--- src/rtl/mul_pkg.sv ---
// Shared types for the multiplier path (issue stage, multiplier core, result stage).
//   mul_op_e   : RISC-V style multiply variant as presented by execute.
//   mul_prep_t : prepared operand fields. The request tag travels beside this
//                struct because its width is a per-instance parameter.
//   abs32      : 32-bit two's-complement magnitude.
package mul_pkg;

  typedef enum logic [1:0] {
    OP_MUL    = 2'd0,
    OP_MULH   = 2'd1,
    OP_MULHSU = 2'd2,
    OP_MULHU  = 2'd3
  } mul_op_e;

  typedef struct packed {
    logic [31:0] a;
    logic [31:0] b;
    logic        neg;
    logic        hi;
  } mul_prep_t;

  // 0x8000_0000 maps to itself, which is the correct unsigned magnitude.
  function automatic logic [31:0] abs32(input logic [31:0] x);
    return x[31] ? (~x + 32'd1) : x;
  endfunction

endpackage

--- src/rtl/mul_issue_fifo.sv ---
// Generic DEPTH-entry synchronous FIFO with registered storage.
// Ports:
//   clk, sclr          : clock, synchronous active-high clear (storage cleared too)
//   push_i, wdata_i    : write strobe and data (caller guarantees !full_o)
//   pop_i              : read strobe (caller guarantees !empty_o)
//   rdata_o            : head entry, stable until popped
//   full_o, empty_o    : occupancy flags
//   count_o            : occupancy
module mul_issue_fifo #(
  parameter int DEPTH = 2,
  parameter int W     = 8
) (
  input  logic                     clk,
  input  logic                     sclr,
  input  logic                     push_i,
  input  logic [W-1:0]             wdata_i,
  input  logic                     pop_i,
  output logic [W-1:0]             rdata_o,
  output logic                     full_o,
  output logic                     empty_o,
  output logic [$clog2(DEPTH):0]   count_o
);

  localparam int PW = $clog2(DEPTH);
  localparam int CW = $clog2(DEPTH) + 1;

  logic [W-1:0]  mem_q [DEPTH];
  logic [PW-1:0] wr_ptr_q, rd_ptr_q;
  logic [CW-1:0] count_q, count_d;

  always_comb begin
    count_d = count_q;
    if (push_i && !pop_i)      count_d = count_q + CW'(1);
    else if (pop_i && !push_i) count_d = count_q - CW'(1);
  end

  always_ff @(posedge clk) begin
    if (sclr) begin
      for (int i = 0; i < DEPTH; i++) mem_q[i] <= '0;
      wr_ptr_q <= '0;
      rd_ptr_q <= '0;
      count_q  <= '0;
    end else begin
      if (push_i) begin
        mem_q[wr_ptr_q] <= wdata_i;
        wr_ptr_q        <= wr_ptr_q + PW'(1);
      end
      if (pop_i) rd_ptr_q <= rd_ptr_q + PW'(1);
      count_q <= count_d;
    end
  end

  assign rdata_o = mem_q[rd_ptr_q];
  assign full_o  = (count_q == CW'(DEPTH));
  assign empty_o = (count_q == '0);
  assign count_o = count_q;

endmodule

--- src/rtl/mul_issue.sv ---
// Operand-preparation and issue stage in front of the unsigned 32x32 multiplier.
// Decodes the multiply variant, converts signed operands to magnitudes, records
// negate/high-half flags, buffers prepared requests and issues them in order.
// Ports:
//   CLK, SCLR                         : clock, synchronous active-high reset
//   in_valid/in_ready                 : request handshake from execute
//   in_op, in_a, in_b, in_tag         : variant, raw operands, opaque tag
//   out_valid/out_ready               : issue handshake to multiplier core
//   out_a, out_b, out_neg, out_hi     : prepared head entry
//   out_tag                           : tag of head entry
//   count                             : FIFO occupancy
module mul_issue
  import mul_pkg::*;
#(
  parameter int DEPTH = 2,
  parameter int TAG_W = 4
) (
  input  logic                   CLK,
  input  logic                   SCLR,
  input  logic                   in_valid,
  output logic                   in_ready,
  input  logic [1:0]             in_op,
  input  logic [31:0]            in_a,
  input  logic [31:0]            in_b,
  input  logic [TAG_W-1:0]       in_tag,
  output logic                   out_valid,
  input  logic                   out_ready,
  output logic [31:0]            out_a,
  output logic [31:0]            out_b,
  output logic                   out_neg,
  output logic                   out_hi,
  output logic [TAG_W-1:0]       out_tag,
  output logic [$clog2(DEPTH):0] count
);

  localparam int EW = $bits(mul_prep_t) + TAG_W;

  mul_prep_t      prep, head;
  logic [EW-1:0]  rdata;
  logic           full, empty, push, pop;

  always_comb begin
    prep = '0;
    case (mul_op_e'(in_op))
      OP_MUL: begin
        prep.a = in_a;
        prep.b = in_b;
      end
      OP_MULH: begin
        prep.a   = abs32(in_a);
        prep.b   = abs32(in_b);
        prep.neg = in_a[31] ^ in_b[31];
        prep.hi  = 1'b1;
      end
      OP_MULHSU: begin
        prep.a   = abs32(in_a);
        prep.b   = in_b;
        prep.neg = in_a[31];
        prep.hi  = 1'b1;
      end
      default: begin
        prep.a  = in_a;
        prep.b  = in_b;
        prep.hi = 1'b1;
      end
    endcase
    // A zero product must never be negated downstream.
    if (in_a == '0 || in_b == '0) prep.neg = 1'b0;
  end

  // Both handshakes are held off during the reset cycle.
  assign in_ready  = !SCLR && !full;
  assign out_valid = !SCLR && !empty;
  assign push      = in_valid && in_ready;
  assign pop       = out_valid && out_ready;

  mul_issue_fifo #(
    .DEPTH(DEPTH),
    .W    (EW)
  ) u_fifo (
    .clk    (CLK),
    .sclr   (SCLR),
    .push_i (push),
    .wdata_i({in_tag, prep}),
    .pop_i  (pop),
    .rdata_o(rdata),
    .full_o (full),
    .empty_o(empty),
    .count_o(count)
  );

  assign {out_tag, head} = rdata;
  assign out_a   = head.a;
  assign out_b   = head.b;
  assign out_neg = head.neg;
  assign out_hi  = head.hi;

endmodule

--- config.mk ---
export PLATFORM = sky130hd
export DESIGN_NAME = mul_issue
export DESIGN_NICKNAME = d
export VERILOG_FILES = /design/src/rtl/mul_pkg.sv /design/src/rtl/mul_issue_fifo.sv /design/src/rtl/mul_issue.sv
export SDC_FILE = /design/constraint.sdc
export NUM_CORES = 1
export LEC_CHECK = 0
export CORE_ASPECT_RATIO = 1.25
export CORE_MARGIN = 8
export CORE_UTILIZATION = 54
export DETAILED_ROUTE_END_ITERATION = 6
export GPL_TIMING_DRIVEN = 0
export PLACE_DENSITY = 0.93
export SLEW_MARGIN = 30
export SYNTH_ARGS = -nofsm -noshare
export SYNTH_HDL_FRONTEND = slang
export SYNTH_HIERARCHICAL = 1
export SYNTH_SLANG_ARGS = --single-unit
--- constraint.sdc ---
create_clock -name CLK -period 4.1 [get_ports CLK]
set_input_delay 0.615 -clock CLK [delete_from_list [all_inputs] [get_ports CLK]]
set_output_delay 0.615 -clock CLK [all_outputs]
set_load 0.02 [all_outputs]
==> metrics <==
Max clock buf depth 2; CP Data Required Time 4370 ps; CTS Hold Bufs 0; CP Max Fanout 10; first-pass GRT wire length 37.2 mm; Final Wtd Congestion 0.939; Period minus WS final 3090 ps; area leader, netlist edfxtp_1; drt first-iter violations 709; Fillers 1141; Std-Cell Rows just over 50; Max IR drop VDD 0.250 mV; Reg clk slew, reported paths 60 ps; library cells used by synthesis 55; Die X-Extent between 100 and 150 um; largest net degree at the start of global routing 41; initial antenna violation count 1; critical path class input pin to flip-flop; minimum hold slack 504 ps; Pre-Repair DR Iteration Count 5; Leak 3.80 nW; fin crit share 0.753; final wirelength 24.2 mm; io pins 148; status complete, no violations; Tightest Pin Transition ~690 ps; worst-skew pair later-pin latency 420 ps; Yosys Warn Count 6; Area contributors post-synth edfxtp_1 50%, mux2_2 9.6%, nor2_1 8.4%, nand2b_1 5.7%, xor2_1 3.0%; CP arrival 3350 ps; initial core utilization 0.546; post-synthesis sequential area ratio 0.510; via count 7068; # clock sinks 145; Global Route Usage Sum 0.241; Resize count post-CTS 0; DRC errors left 0; Vias/cell 5.82; Yosys top cell area share 0.499; RSZ-0062 raised after global routing false; overflow left after global routing 0; final hold violations 0; core footprint 0.0154 mm^2; Synth Flop Type edfxtp_1; die area 0.0199 mm^2; vias in the first global route around 7000; Clk Tree Root Cell clkbuf_16; CP Capture Type flip-flop; Max Clk Rate between 300 and 400 MHz; number of H-tree levels 4; Max-Cap Viols 0; HP Class flip-flop to flip-flop; Post-synth EDFFs 140; worst-case clock skew 6.76 ps; TNS Setup 0 ps; final net count 1067; cells after synthesis 820; synthesized area around 0.0084 mm^2; worst reg2reg setup slack 1550 ps; most frequent cell after synthesis nor2_1; antenna viol nets, final 0; Area Overhead vs Synth 28.4%; critical path startpoint category input pin; Inserted Clock Buffers 17; Post-synth top cells 189 x nor2_1, 140 x edfxtp_1, 77 x nand2b_1; CTS tree done; final setup fails 0; setup bufs post-CTS 0; syn avg cell area 10.3 um^2; layout cells sized above 1 0.145; average wire per standard cell around 20 um; Synth Net Count 900; Die Span Y around 160 um; max_slew headroom 0.537; HPWL after DPL 16.7 mm; PwrDens 404 mW/mm^2; Slew Viols, Final 0; PortBufs 146; #FFs+latches synth 145; FFs w/ async S/R, synth 0
[path summary, 6_finish.rpt]
kind                      from                  end  cells past startpoint
max                   in_op[0]  u_fifo/mem_q[0][28]                     11
min            u_fifo/wr_ptr_q      u_fifo/wr_ptr_q                      2
max reg2reg  u_fifo/count_o[0]  u_fifo/mem_q[1][17]                      6
min reg2reg    u_fifo/wr_ptr_q      u_fifo/wr_ptr_q                      2
[registers in the layout, summed over array words and instances (netlist names), named ones only]
name,count
u_fifo/count_o,2
u_fifo/wr_ptr_q,1
u_fifo/mem_q,140
u_fifo/rd_ptr_q,1
[worst max-delay path, cell delays in order]
cell,delay (ps)
clkdlybuf4s50_1,490
inv_1,70
ha_1,310
clkbuf_1,340
and2_1,190
clkbuf_1,360
clkbuf_1,430
nand2_1,100
o22ai_1,190
nand2b_1,120
nor2_1,130
[stage by stage]
step | cells | power, mW | setup WS (ps) | util | cell area (um^2)
final | 1214 | 4.38 | 1010 | 0.701 | 10800
after global routing | 1213 | 4.53 | 769 | 0.701 | 10800
after CTS | 1212 | 4.39 | 1050 | 0.701 | 10800
after detailed placement | 1180 | 2.80 | 644 | 0.661 | 10200
after global placement | 1178 | 2.77 | -861 | 0.658 | 10200
after floorplan | 820 | 2.37 | 561 | - | 8430
[cell type report]
cell class | count | area [um^2] | area share
multi-input combinational | 606 | 3810 | 0.352
sequential | 145 | 4300 | 0.398
clock buffer | 19 | 453 | 0.0418
inverter | 14 | 52.6 | 0.00485
tap | 212 | 265 | 0.0245
timing repair buffer | 148 | 1500 | 0.139
antenna | 2 | 5.00 | 0.000462
buffer | 55 | 279 | 0.0258
clock inverter | 13 | 151 | 0.0140
[where the power goes]
group          switching, mW  internal (mW)  total [mW]
logic                  0.560          0.457        1.02
clock network          0.656          0.941        1.60
registers             0.0310           1.73        1.76
total                   1.25           3.13        4.38
[logic make-up after synthesis]
| kind of cell | count (synthesis) | share of synthesized area |
|---|---|---|
| compound gates | 99 | 0.0825 |
| xor+xnor | 33 | 0.0343 |
| fa+ha+maj | 6 | 0.00890 |
| buf+inv | 69 | 0.0393 |
| flops | 145 | 0.510 |
| mux | 72 | 0.0961 |
| simple gates | 396 | 0.228 |
[cell usage in the layout (no fill, tap or decap), drive strengths merged, types with 5 or more instances in the layout]
cell,synthesis,layout
a21oi,14,14
a22o,8,8
buf,24,26
clkbuf,31,50
clkdlybuf4s50,0,146
dfxtp,5,5
edfxtp,140,140
ha,6,6
inv,14,18
mux2,72,72
nand2,36,36
nand2b,77,77
nand3,23,23
nand4,6,6
nor2,189,189
nor3,8,8
nor4,10,10
o21ai,24,24
o31ai,21,21
o41ai,14,14
or3,20,20
or4,6,6
xor2,29,29
[layer usage]
metal	routed length [um]	vias to the layer above	track usage	share of wire
met4	1010	0	0.135	0.042
met3	1710	70	0.0479	0.071
met1	9470	3384	0.281	0.39
met5	0	-	0	0
li1	-	3279	-	-
met2	12000	335	0.405	0.50
(Power assumes the default switching activity.)
